$ cat config.mk
export PLATFORM = sky130hd
export DESIGN_NAME = elastic_pipe
export DESIGN_NICKNAME = d
export VERILOG_FILES = /design/src/rtl/elastic_pipe.sv
export SDC_FILE = /design/constraint.sdc
export NUM_CORES = 1
export LEC_CHECK = 0
export ABC_AREA = 1
export CAP_MARGIN = 0
export CORE_UTILIZATION = 35
export CTS_CLUSTER_DIAMETER = 80
export CTS_CLUSTER_SIZE = 8
export DETAILED_ROUTE_END_ITERATION = 16
export GPL_TIMING_DRIVEN = 1
export HOLD_SLACK_MARGIN = 0.02
export SYNTH_ARGS = -nofsm -noshare
export SYNTH_HDL_FRONTEND = slang
export SYNTH_SLANG_ARGS = --single-unit
$ cat constraint.sdc
create_clock -name clk -period 1.2 [get_ports clk]
set_input_delay 0.24 -clock clk [delete_from_list [all_inputs] [get_ports clk]]
set_output_delay 0.24 -clock clk [all_outputs]
set_load 0.005 [all_outputs]
$ cat src/rtl/elastic_pipe.sv
// elastic_pipe: DEPTH-stage valid/ready register pipeline with bubble collapse and flush.
// Define ELASTIC_PIPE_OCC_EN to add the registered occupancy output (popcount of stage valids).
module elastic_pipe #(
   parameter int WIDTH = 32,
   parameter int DEPTH = 4
) (
   input  logic             clk,
   input  logic             reset,
   input  logic             flush,
   input  logic             in_valid,
   input  logic [WIDTH-1:0] in_data,
   output logic             in_ready,
   output logic             out_valid,
   output logic [WIDTH-1:0] out_data,
   input  logic             out_ready
`ifdef ELASTIC_PIPE_OCC_EN
   ,
   output logic [$clog2(DEPTH+1)-1:0] occupancy
`endif
);

   logic [DEPTH-1:0] r_valid;
   logic [WIDTH-1:0] r_data [DEPTH];

   logic [DEPTH-1:0] w_adv;
   logic             w_load0;
   logic [DEPTH-1:0] w_valid_nxt;
   logic [WIDTH-1:0] w_data_nxt [DEPTH];

   // w_adv[i]: stage i hands its content on this cycle; the chain runs from the output backwards.
   always_comb begin
      logic w_chain;
      w_chain        = out_ready | ~r_valid[DEPTH-1];
      w_adv[DEPTH-1] = w_chain;
      for (int i = DEPTH - 2; i >= 0; i--) begin
         w_chain  = ~r_valid[i+1] | w_chain;
         w_adv[i] = w_chain;
      end
   end

   assign w_load0  = ~r_valid[0] | w_adv[0];
   assign in_ready = w_load0 & ~flush & ~reset;

   // NOTE: every output gets a default first so no path through this block infers a latch.
   always_comb begin
      w_valid_nxt = r_valid;
      w_data_nxt  = r_data;
      if (flush) begin
         w_valid_nxt = '0;
      end else begin
         if (w_load0) begin
            w_valid_nxt[0] = in_valid;
            if (in_valid) w_data_nxt[0] = in_data;
         end
         for (int i = 1; i < DEPTH; i++) begin
            if (w_adv[i-1]) begin
               w_valid_nxt[i] = r_valid[i-1];
               if (r_valid[i-1]) w_data_nxt[i] = r_data[i-1];
            end
         end
      end
   end

   // NOTE: the data registers are cleared on reset as well, so out_data is 0 from the first edge.
   always_ff @(posedge clk) begin
      if (reset) begin
         r_valid <= '0;
         for (int i = 0; i < DEPTH; i++) begin
            r_data[i] <= '0;
         end
      end else begin
         r_valid <= w_valid_nxt;
         r_data  <= w_data_nxt;
      end
   end

   assign out_valid = r_valid[DEPTH-1] & ~reset;
   assign out_data  = reset ? '0 : r_data[DEPTH-1];

`ifdef ELASTIC_PIPE_OCC_EN
   localparam int OCC_W = $clog2(DEPTH + 1);

   logic [OCC_W-1:0] r_occ;

   always_ff @(posedge clk) begin
      if (reset) r_occ <= '0;
      else       r_occ <= OCC_W'($countones(w_valid_nxt));
   end

   assign occupancy = reset ? '0 : r_occ;
`endif

`ifndef SYNTHESIS
   a_hold_stall: assert property (@(posedge clk) disable iff (reset)
      (out_valid && !out_ready && !flush) |=> $stable(out_data));
   a_flush_blocks_input: assert property (@(posedge clk) flush |-> !in_ready);
`endif

endmodule

==> out/results.txt <==
Most frequent cell after synthesis = nor2_1
WL/cell = 14.80 um
Status = complete, but fails checks
TritonRoute pass-1 iters = 4
Final nets = 863
P_leak = 3.517 nW
Largest net degree at the start of global routing = 65
H-tree Lvls = 4
Crit path max fanout = 6
Yosys warns = 0
CP arrival = 1860 ps
First-pass GRT wire length = 20720 um
CTS Buf Count = 17
Hold Path Cell Cnt = 5
Root Buffer = clkbuf_16
Sw power = 0.002386 W
Hold Startpoint = reset
Flop2flop setup slack = -360 ps
Post-synthesis sequential area ratio = 0.5211
Core area = 13990 um^2
Power share of the sequential group = 0.451
Combinational group share of total power = 0.092
R2R cell count = 11
Initial antenna violation count = 0
# diodes = 0
#FFs+latches synth = 132
Yosys top cell area share = 0.5211
Reg-to-Reg End = r_data[60]
CTS sink count = 132
Met1 wire length = 6439 um
Setup violations, final = 138
Die area = 14970 um^2
Ports = 71
Hpwl dp = 7069 um
Largest area contributor in the netlist = dfxtp_1
Clock skew = 6.342 ps
Worst-path clk slew = 50 ps
Initial core utilization = 0.3625
# DRC = 0
Gate Count Post-Synth = 689
Row cnt = 43
Ys async rst share = 0
Crit path max-delay family = buffers and inverters
Crit-path max cell delay = 320 ps
Critical Path Source Type = flop
Top post-synthesis cells by area = dfxtp_1 (52%), nor2_1 (15%), o21ai_0 (8.2%), a21oi_1 (6.7%), inv_1 (5.3%)
Mapped Area = 5071 um^2
Fmax = 640.5 MHz
Period Utilization, post-route = 1.301
Setup TNS = -28730 ps
P_int = 0.007880 W
Switching Share = 0.2324
Number of routed nets with antenna violations = 0
Tmin final = 1561 ps
Gpl congestion = 0.7634
VDD IR max = 0.001026 V
Hold_buf cts = 0
All-Layer GR Usage = 0.1768
Maximum root-to-sink buffer count = 2
Drt via density = 4.788
P per Cell Area = 1236 nW/um^2
Max-cap violations = 0
Worst slew pin tran = 311.1 ps
Vias in the first global route = 4402
Main synth FF type = dfxtp_1
Syn Nets = 726
Die X-Extent = 122.4 um
Overall power = 0.01027 W
Worst setup path category = reg -> reg
Critical Path, Cell by Cell = inv_2, nor2_4, buf_4, buf_6, nand2_4, nand2_4, buf_6, buf_12, buf_8, o21ai_2, nor2_1
RSZ-0062 raised after global routing = yes
Post-synth top cells = nor2_1 (197), dfxtp_1 (132), o21ai_0 (83)
Failing checks = negative setup slack
Routed WL = 15080 um
Area grow syn2layout = 63.80%
Total grt overflow = 0
Critical Path End Type = flop
Clk pwr share = 0.457
Layout fillers = 1122
Final Hold Fails = 0
Number of synthesized flops with an enable pin = 0
Critical Path Slowest Stage Cell = dfxtp_2
Met3 WL = 480 um
Iter 0 DRT Violations = 312
Worst Slack Setup Final = -361.2 ps
Met2 wire len = 7894 um
Tightest Hold Check Type = in -> reg
Port Buffers = 70
Share of layout cells above drive strength 1 = 0.4625
CTS tree = built
Bufs and invs on worst path = 6
Max Used Layer = met4
WP data required = 1500 ps
Syn avg cell area = 7.360 um^2
Max-slew violation count = 0
Clock latency on the worst-skew pair = 410 ps
Reg2Reg Launch Point = r_valid[3]
Distinct cell type count after synthesis = 19
Vias after detailed routing = 4879
Hold path endpoint = r_valid[1]
Die Height = 122.4 um
Slew margin rel. = 0.7926
worst register-to-register path, delay by kind of cell, from the launching register on:
kind            cells  cell delay [ps]
buf+inv             6              710
flops               1              320
simple gates        4              260
compound gates      1              160
registers in the layout (all words and copies together), names as in the netlist:
| register | count |
|---|---|
| r_data | 128 |
| r_valid | 4 |
layout by cell type, fill, tap and decap left out, drive strengths merged, types with 2 or more instances in the layout:
cell | netlist | final
buf | 33 | 124
dfxtp | 132 | 132
clkinvlp | 0 | 3
clkinv | 0 | 7
nand2 | 36 | 36
inv | 74 | 73
nand3 | 33 | 33
clkbuf | 16 | 29
a21oi | 68 | 68
bufbuf | 0 | 2
clkdlybuf4s50 | 0 | 35
o21ai | 96 | 96
nor2 | 199 | 199
stage by stage:
step | cells | setup WS (ps) | utilization | area, um^2 | hold slack [ps]
final | 1019 | -361.2 | 0.5938 | 8307 | 378.0
after global routing | 1019 | -422.1 | 0.5938 | 8307 | 402.8
after CTS | 988 | -293.8 | 0.5277 | 7382 | 439.1
after detailed placement | 919 | -778.6 | 0.4342 | 6073 | 446.0
after global placement | 919 | -788.8 | 0.4342 | 6073 | 437.6
after floorplan | 689 | 7.114 | - | 5074 | 411.4
layer usage:
layer  global-route usage  vias up
met1               0.2171     2308
li1                     -     2459
met5                    0        -
met4              0.06555        0
met3              0.03206       20
met2               0.3065       92
cell families (layout without fill, tap and decap cells):
logic type / count (synthesis) / after routing / share of synthesized area
simple gates: 270 / 270 / 0.2137
buf+inv: 123 / 273 / 0.1034
compound gates: 164 / 164 / 0.1619
flops: 132 / 132 / 0.5211
how the worst max path moves through the flow:
stage / end / from / cells past startpoint / slack [ps]
after floorplan: in_ready / r_valid[3] / 7 / 7
after global placement: in_ready / reset / 5 / -790
after detailed placement: in_ready / reset / 5 / -780
after CTS: in_ready / r_valid[3] / 6 / -290
after global routing: r_data[60] / r_valid[3] / 11 / -420
final: r_data[60] / r_valid[3] / 11 / -360
layout make-up:
type                    instances  area [um^2]  area share
inverters                      74        289.0     0.03479
multi-input cells             434         2621      0.3156
well taps                     180        225.2     0.02711
flip-flops and latches        132         2683      0.3229
clock inverters                 9        52.55    0.006326
repair buffers                167         1938      0.2333
clock buffers                  23        498.0     0.05995
power groups by stage:
stage | Sequential, W | Combinational (W) | Clock [W]
3_5_place_dp | 0.00468 | 0.000628 | 0
3_3_place_gp | 0.00467 | 0.000614 | 0
6_report | 0.00463 | 0.000945 | 0.00469
5_1_grt | 0.00464 | 0.00103 | 0.00491
2_1_floorplan | 0.00465 | 0.000397 | 0
4_1_cts | 0.00460 | 0.000801 | 0.00471
timing repair:
| action | CTS | global route |
|---|---|---|
| endpoints found under the setup margin | 162 | 162 |
| resized for setup | 281 | 244 |
| endpoints found under the hold margin | 0 | 0 |
| pin swaps | 23 | 65 |
| setup buffers | 24 | 27 |
| cloned | 15 | 7 |
Note: power is estimated with default switching activity, not from simulation.
